File: src/rtl/move_req_if.sv
// Request/verdict bus between the move requester and board_validator.
// The requester drives the committed board and the request; the validator answers.
interface move_req_if;
    logic [7:0][7:0][3:0] board;
    logic [2:0]           req_old_x;
    logic [2:0]           req_old_y;
    logic [2:0]           req_new_x;
    logic [2:0]           req_new_y;
    logic [3:0]           req_piece_type;
    logic                 req_active;
    logic [7:0][7:0][3:0] val_board_out;
    logic                 val_board_valid;

    modport master (
        output board, req_old_x, req_old_y, req_new_x, req_new_y,
               req_piece_type, req_active,
        input  val_board_out, val_board_valid
    );

    modport slave (
        input  board, req_old_x, req_old_y, req_new_x, req_new_y,
               req_piece_type, req_active,
        output val_board_out, val_board_valid
    );
endinterface

File: src/rtl/move_request_ctrl.sv
// Requester for the move-check bus: turns cursor selections into move requests,
// owns the committed board, and commits or rejects on the validator's verdict.
module move_request_ctrl #(
    parameter int VALIDATE_LAT = 2
) (
    input  logic       CLOCK_50,
    input  logic       reset_n,
    input  logic [2:0] cursor_x,
    input  logic [2:0] cursor_y,
    input  logic       select_pulse,
    input  logic       cancel_pulse,
    move_req_if.master req,
    output logic       sel_active,
    output logic [2:0] sel_x,
    output logic [2:0] sel_y,
    output logic       turn,
    output logic       move_done,
    output logic       move_rejected
);

    typedef logic [7:0][7:0][3:0] board_t;
    typedef enum logic [1:0] {PICK_SRC, PICK_DST, VALIDATE} state_t;

    localparam int CNT_W = (VALIDATE_LAT > 1) ? $clog2(VALIDATE_LAT) : 1;
    localparam logic [CNT_W-1:0] CNT_LAST = CNT_W'(VALIDATE_LAT - 1);
    localparam logic [3:0] NO_PIECE = 4'hF;

    function automatic logic [3:0] back_rank(input int x);
        case (x)
            0, 7:    return 4'd0;
            1, 6:    return 4'd1;
            2, 5:    return 4'd2;
            3:       return 4'd3;
            default: return 4'd4;
        endcase
    endfunction

    function automatic board_t init_board();
        board_t b;
        b = '1;
        for (int x = 0; x < 8; x++) begin
            b[0][x] = back_rank(x);
            b[1][x] = 4'd5;
            b[6][x] = 4'd11;
            b[7][x] = back_rank(x) + 4'd6;
        end
        return b;
    endfunction

    localparam board_t INIT_BOARD = init_board();

    function automatic logic is_own(input logic [3:0] p, input logic t);
        return t ? (p >= 4'd6 && p <= 4'd11) : (p <= 4'd5);
    endfunction

    state_t           state_q, state_d;
    logic [CNT_W-1:0] cnt_q, cnt_d;
    board_t           board_q, board_d;
    logic             turn_q, turn_d;
    logic             sel_active_q, sel_active_d;
    logic [2:0]       sel_x_q, sel_x_d, sel_y_q, sel_y_d;
    logic [3:0]       piece_q, piece_d;
    logic [2:0]       old_x_q, old_x_d, old_y_q, old_y_d;
    logic [2:0]       new_x_q, new_x_d, new_y_q, new_y_d;
    logic [3:0]       req_piece_q, req_piece_d;
    logic             req_active_q, req_active_d;
    logic             done_q, done_d, rej_q, rej_d;

    logic [3:0] cur_piece;
    logic       cur_own;
    logic       on_src;

    always_ff @(posedge CLOCK_50 or negedge reset_n) begin
        if (!reset_n) begin
            state_q      <= PICK_SRC;
            cnt_q        <= '0;
            board_q      <= INIT_BOARD;
            turn_q       <= 1'b0;
            sel_active_q <= 1'b0;
            sel_x_q      <= '0;
            sel_y_q      <= '0;
            piece_q      <= NO_PIECE;
            old_x_q      <= '0;
            old_y_q      <= '0;
            new_x_q      <= '0;
            new_y_q      <= '0;
            req_piece_q  <= NO_PIECE;
            req_active_q <= 1'b0;
            done_q       <= 1'b0;
            rej_q        <= 1'b0;
        end else begin
            state_q      <= state_d;
            cnt_q        <= cnt_d;
            board_q      <= board_d;
            turn_q       <= turn_d;
            sel_active_q <= sel_active_d;
            sel_x_q      <= sel_x_d;
            sel_y_q      <= sel_y_d;
            piece_q      <= piece_d;
            old_x_q      <= old_x_d;
            old_y_q      <= old_y_d;
            new_x_q      <= new_x_d;
            new_y_q      <= new_y_d;
            req_piece_q  <= req_piece_d;
            req_active_q <= req_active_d;
            done_q       <= done_d;
            rej_q        <= rej_d;
        end
    end

    always_comb begin
        state_d      = state_q;
        cnt_d        = cnt_q;
        board_d      = board_q;
        turn_d       = turn_q;
        sel_active_d = sel_active_q;
        sel_x_d      = sel_x_q;
        sel_y_d      = sel_y_q;
        piece_d      = piece_q;
        old_x_d      = old_x_q;
        old_y_d      = old_y_q;
        new_x_d      = new_x_q;
        new_y_d      = new_y_q;
        req_piece_d  = req_piece_q;
        req_active_d = req_active_q;
        done_d       = 1'b0;
        rej_d        = 1'b0;

        // Ownership is always judged against the committed board, never the proposal.
        cur_piece = board_q[cursor_y][cursor_x];
        cur_own   = is_own(cur_piece, turn_q);
        on_src    = (cursor_x == sel_x_q) && (cursor_y == sel_y_q);

        case (state_q)
            PICK_SRC: begin
                if (select_pulse && !cancel_pulse && cur_own) begin
                    sel_active_d = 1'b1;
                    sel_x_d      = cursor_x;
                    sel_y_d      = cursor_y;
                    piece_d      = cur_piece;
                    state_d      = PICK_DST;
                end
            end
            PICK_DST: begin
                if (cancel_pulse || (select_pulse && on_src)) begin
                    sel_active_d = 1'b0;
                    state_d      = PICK_SRC;
                end else if (select_pulse && cur_own) begin
                    sel_x_d = cursor_x;
                    sel_y_d = cursor_y;
                    piece_d = cur_piece;
                end else if (select_pulse) begin
                    old_x_d      = sel_x_q;
                    old_y_d      = sel_y_q;
                    new_x_d      = cursor_x;
                    new_y_d      = cursor_y;
                    req_piece_d  = piece_q;
                    req_active_d = 1'b1;
                    cnt_d        = '0;
                    state_d      = VALIDATE;
                end
            end
            VALIDATE: begin
                // Request stays frozen until the validator pipeline has had its full latency.
                if (cnt_q == CNT_LAST) begin
                    if (req.val_board_valid) begin
                        board_d = req.val_board_out;
                        turn_d  = ~turn_q;
                        done_d  = 1'b1;
                    end else begin
                        rej_d = 1'b1;
                    end
                    req_active_d = 1'b0;
                    sel_active_d = 1'b0;
                    req_piece_d  = NO_PIECE;
                    state_d      = PICK_SRC;
                end else begin
                    cnt_d = cnt_q + 1'b1;
                end
            end
            default: state_d = PICK_SRC;
        endcase
    end

    assign req.board          = board_q;
    assign req.req_old_x      = old_x_q;
    assign req.req_old_y      = old_y_q;
    assign req.req_new_x      = new_x_q;
    assign req.req_new_y      = new_y_q;
    assign req.req_piece_type = req_piece_q;
    assign req.req_active     = req_active_q;

    assign sel_active    = sel_active_q;
    assign sel_x         = sel_x_q;
    assign sel_y         = sel_y_q;
    assign turn          = turn_q;
    assign move_done     = done_q;
    assign move_rejected = rej_q;

endmodule

File: src/flat_wrapper.sv
// flat-port wrapper written by rule: the top's interface ports become plain ports
module move_request_ctrl_flat 
#(
    parameter int VALIDATE_LAT = 2
)
  (CLOCK_50, reset_n, cursor_x, cursor_y, select_pulse, cancel_pulse, sel_active, sel_x, sel_y, turn, move_done, move_rejected, req_board, req_req_old_x, req_req_old_y, req_req_new_x, req_req_new_y, req_req_piece_type, req_req_active, req_val_board_out, req_val_board_valid);
  move_req_if req_i ();
  input  logic CLOCK_50;
  input  logic reset_n;
  input  logic [2:0] cursor_x;
  input  logic [2:0] cursor_y;
  input  logic select_pulse;
  input  logic cancel_pulse;
  output logic sel_active;
  output logic [2:0] sel_x;
  output logic [2:0] sel_y;
  output logic turn;
  output logic move_done;
  output logic move_rejected;
  output wire logic [$bits(req_i.board)-1:0] req_board;
  output wire logic [$bits(req_i.req_old_x)-1:0] req_req_old_x;
  output wire logic [$bits(req_i.req_old_y)-1:0] req_req_old_y;
  output wire logic [$bits(req_i.req_new_x)-1:0] req_req_new_x;
  output wire logic [$bits(req_i.req_new_y)-1:0] req_req_new_y;
  output wire logic [$bits(req_i.req_piece_type)-1:0] req_req_piece_type;
  output wire logic [$bits(req_i.req_active)-1:0] req_req_active;
  input wire logic [$bits(req_i.val_board_out)-1:0] req_val_board_out;
  input wire logic [$bits(req_i.val_board_valid)-1:0] req_val_board_valid;
  assign req_board = req_i.board;
  assign req_req_old_x = req_i.req_old_x;
  assign req_req_old_y = req_i.req_old_y;
  assign req_req_new_x = req_i.req_new_x;
  assign req_req_new_y = req_i.req_new_y;
  assign req_req_piece_type = req_i.req_piece_type;
  assign req_req_active = req_i.req_active;
  assign req_i.val_board_out = req_val_board_out;
  assign req_i.val_board_valid = req_val_board_valid;
  move_request_ctrl #(.VALIDATE_LAT(VALIDATE_LAT)) u_core (.CLOCK_50(CLOCK_50), .reset_n(reset_n), .cursor_x(cursor_x), .cursor_y(cursor_y), .select_pulse(select_pulse), .cancel_pulse(cancel_pulse), .req(req_i), .sel_active(sel_active), .sel_x(sel_x), .sel_y(sel_y), .turn(turn), .move_done(move_done), .move_rejected(move_rejected));
endmodule
File: config.mk
export PLATFORM = sky130hd
export DESIGN_NAME = move_request_ctrl_flat
export DESIGN_NICKNAME = d
export VERILOG_FILES = /design/src/rtl/move_req_if.sv /design/src/rtl/move_request_ctrl.sv /design/src/flat_wrapper.sv
export SDC_FILE = /design/constraint.sdc
export NUM_CORES = 1
export LEC_CHECK = 0
export CORE_AREA = 2 2 212 214
export DETAILED_ROUTE_END_ITERATION = 12
export DIE_AREA = 0 0 214 216
export PLACE_DENSITY = 0.6
export SLEW_MARGIN = 20
export SYNTH_ARGS = -nofsm -noshare
export SYNTH_HDL_FRONTEND = slang
export SYNTH_SLANG_ARGS = --single-unit
File: constraint.sdc
create_clock -name CLOCK_50 -period 3 [get_ports CLOCK_50]
set_input_delay 0.45 -clock CLOCK_50 [delete_from_list [all_inputs] [get_ports CLOCK_50]]
set_output_delay 0.45 -clock CLOCK_50 [all_outputs]
set_load 0.005 [all_outputs]
==> reports/qor.csv, run 1 <==
stage,metric,value,unit
outcome,status,"finished, final reports clean",
yosys,share of the synthesized area in the top cell type,38.91,%
global_routing,pin count of the biggest net entering global routing,105,
critical_path,FF-to-FF Start,u_core.req.board[43]$_DFFE_PN0P_,
die,die area,46220,um2
detailed_routing,Routed Wire Length,55930,um
critical_path,crit path kind,reg2reg,
power,overall power,0.01158,W
yosys,Syn Area/Cell,9.909,um2
global_routing,total track usage,23.84,%
yosys,Synth Flop Type,dfstp_2,
sta,relative slew slack,42.50,%
placed_design,post-DP HPWL,43380,um
power,worst vdd rail ir drop,0.0002823,V
detailed_routing,via-per-instance ratio,4.727,
sta,min Tclk post-route,2.886,ns
global_routing,grt ovf,0,
cells_and_area,FILL cells,4078,
detailed_routing,Remaining DRCs,0,
hold_path,HP Class,in2reg,
yosys,Post-Syn Area,13440,um2
die,starting density of the core,30.65,%
sta,Final WS setup,0.1141,ns
critical_path,critical path peak fanout,4,
yosys,most common library cells after synthesis,"nand2_1 (776), dfstp_2 (199), dfrtp_1 (91)",
global_routing,met1 global-route usage,29.39,%
cells_and_area,final net count,2208,
detailed_routing,initial DRC count,722,
global_routing,vias in the first global route,12640,
die,row count,77,
global_routing,GRT met2 Usage,42.20,%
yosys,top-count cell post-synth,nand2_1,
critical_path,CP arrival,3.29,ns
hold_path,hold wc startpoint,req_val_board_out[48],
clock_network,Root Buffer,clkbuf_16,
cells_and_area,Layout area overhead,58.08,%
placed_design,Area after DPL,20060,um2
critical_path,Critical Path Source,u_core.req.board[43]$_DFFE_PN0P_,
clock_network,CTS tree,built,
sta,Min Hold Slack,0.4106,ns
yosys,Post-Syn Nets,1626,
sta,max frequency,346.5,MHz
global_routing,first-pass GRT wire length,83100,um
die,Die Ht,216,um
power,Lkg Pwr,9.278,nW
clock_network,clk sinks,290,
detailed_routing,drt first pass iters,5,
detailed_routing,DRT antenna net count,0,
yosys,Netlist cell types,48,
sta,Final Hold Viols,0,
placed_design,IO buf count,549,
run,Max-Cap Viols,0,
detailed_routing,wire per inst,21.87,um
global_routing,met3 usage,4.933,%
yosys,cell taking the most area after synthesis,dfstp_2,
cells_and_area,fraction of layout cells with a size suffix above 1,22.40,%
placed_design,post-place setup slack,-0.4721,ns
yosys,number of synthesized flops with an enable pin,0,
power,power per cell area,545.3,nW/um2
sta,RSZ-0062 raised after global routing,yes,
clock_network,clock-pin slew on the worst setup and hold paths,0.06,ns
critical_path,CP Launch Type,flip-flop,
detailed_routing,DR vias,12090,
sta,Final Slew Violations,0,
cells_and_area,Final Instance Area,21240,um2
sta,Worst Clk Skew,0.01207,ns
sta,final worst-path cycle share,96.20,%
yosys,yosys warns,0,
die,Die Span X,214,um
die,Core Footprint,43840,um2
critical_path,Worst Setup End Kind,flip-flop,
yosys,ys async rst share,100.0,%
clock_network,CTS Buffer Depth,3,
critical_path,Crit path required time,3.40,ns
die,IO Pins,550,
sta,worst-margin pin slew,0.8626,ns
clock_network,H-tree depth,2,
yosys,Synth Instances,1356,
global_routing,GRT busiest layer,met2,
clock_network,Post-CTS Setup Repair Bufs,0,
placed_design,Routability Congestion,0.9214,
critical_path,flop-to-flop setup slack,0.11,ns
global_routing,initial antenna violation count,2,
yosys,"Seq/Total Area, Yosys",55.86,%
clock_network,TritonCTS buffer count,34,
clock_network,Clock Latency Late Sink,0.53,ns
yosys,largest cells by area after synthesis,"dfstp_2 (39%), nand2_1 (22%), dfrtp_1 (17%)",
yosys,Yosys reg bits,290,
sta,Final Setup Violations,0,
-- what timing repair did --
action / in CTS / in global routing
gates resized for setup: 0 / 7
hold buffers: 1 / 0
endpoints found under the hold margin: 28 / 0
endpoints found under the setup margin: 0 / 30
-- power by group --
part / switching, W / total [W] / leakage [nW] / internal, W
sequential: 0.000451 / 0.00498 / 3.28 / 0.00453
combinational: 0.000951 / 0.00250 / 5.45 / 0.00155
clock: 0.00166 / 0.00410 / 0.543 / 0.00244
total: 0.00306 / 0.0116 / 9.28 / 0.00852
-- cell type report --
cell class              count  area [um2]  area share (%)
diodes                      1       2.502         0.01178
flip-flops and latches    290        7506           35.34
inverters                   8       37.54          0.1767
multi-input cells         978        5620           26.46
repair buffers            626        6233           29.35
clock buffers              52        1022           4.813
clock inverters            10       77.57          0.3652
well taps                 592       740.7           3.487
-- critical path: stages, from the launching register on --
cell and delay [ns]:
dfrtp_1 0.43, mux4_2 0.54, a22oi_1 0.20, nand3_1 0.12, o2bb2ai_1 0.22, nand4bb_1 0.30
buf_4 0.21, a311oi_4 0.32, nor2_1 0.08, or3_1 0.36
-- through the flow --
stage / setup TNS, ns / utilization [%] / cells
floorplan: 0 / - / 1356
global placement: -9.480 / 45.77 / 2492
detailed placement: -11.57 / 45.77 / 2492
CTS: 0 / 48.30 / 2555
global route: -0.02770 / 48.45 / 2557
finish: 0 / 48.45 / 2557
-- metal layers --
layer  wire (um)  part of all wire (%)  vias to the layer above
li1            -                     -                     5607
met1       23060                    41                     5996
met2       28540                    51                      414
met3        3122                   5.6                       69
met4        1191                   2.1                        2
met5          13                 0.023                        -
-- cells in the final DEF (no fill, tap or decap), drive strengths merged, types with 2 or more instances in the layout --
cell	n
dfstp	199
nor2	9
a221oi	3
a41oi	2
mux2i	5
nand3b	3
ha	3
mux2	28
nor2b	6
nor4	2
nand2	776
clkbuf	52
xor2	3
dfrtp	91
o22a	8
a31oi	2
clkinv	8
nand2b	6
inv	8
o211ai	3
o2bb2ai	2
o21ai	2
a21oi	4
xnor2	4
o22ai	6
or2	3
mux4	69
nand3	11
buf	80
clkdlybuf4s50	545
a22oi	3
a311oi	2
o2111ai	2
-- sequential cells by signal (all words and copies together), names as in the netlist --
signal,flops
u_core.req.req_piece_type,4
u_core.sel_x,3
u_core.req.req_active,1
u_core.cnt_q,1
u_core.move_done,1
u_core.state_q,2
u_core.req.board,256
u_core.req.req_new_y,3
u_core.sel_active,1
u_core.req.req_old_y,3
u_core.req.req_new_x,3
u_core.req.req_old_x,3
u_core.turn,1
u_core.move_rejected,1
u_core.piece_q,4
u_core.sel_y,3
-- path summary, 6_finish.rpt --
check                                                    endpoint  cells past startpoint
worst min-delay path             u_core.req.board[48]$_DFFE_PN1P_                      3
min in group asynchronous        u_core.req.board[43]$_DFFE_PN0P_                      2
worst max register to register      u_core.state_q[1]$_DFFE_PN0P_                      9
worst min register to register  u_core.req.board[135]$_DFFE_PN1P_                      2
max in group asynchronous        u_core.req.board[46]$_DFFE_PN1P_                      3
worst max-delay path                u_core.state_q[1]$_DFFE_PN0P_                      9
-- logic make-up after synthesis --
kind of cell / Yosys count / share of synthesized area [%]
muxes: 102 / 14.28
xor gates and xnor gates: 7 / 0.4563
AOI/OAI and AO/OA: 44 / 2.673
DFF: 290 / 55.86
and+or+nand+nor: 821 / 23.57
adders and majority gates: 3 / 0.2794
buffers and inverters: 89 / 2.877
Note: power is estimated with default switching activity, not from simulation.
==> run 2: changes to the inputs <==
- GPL_ROUTABILITY_DRIVEN: unset -> 0
==> results of run 2 <==
No change in the layout: final DEF, timing and power equal those of run 1.
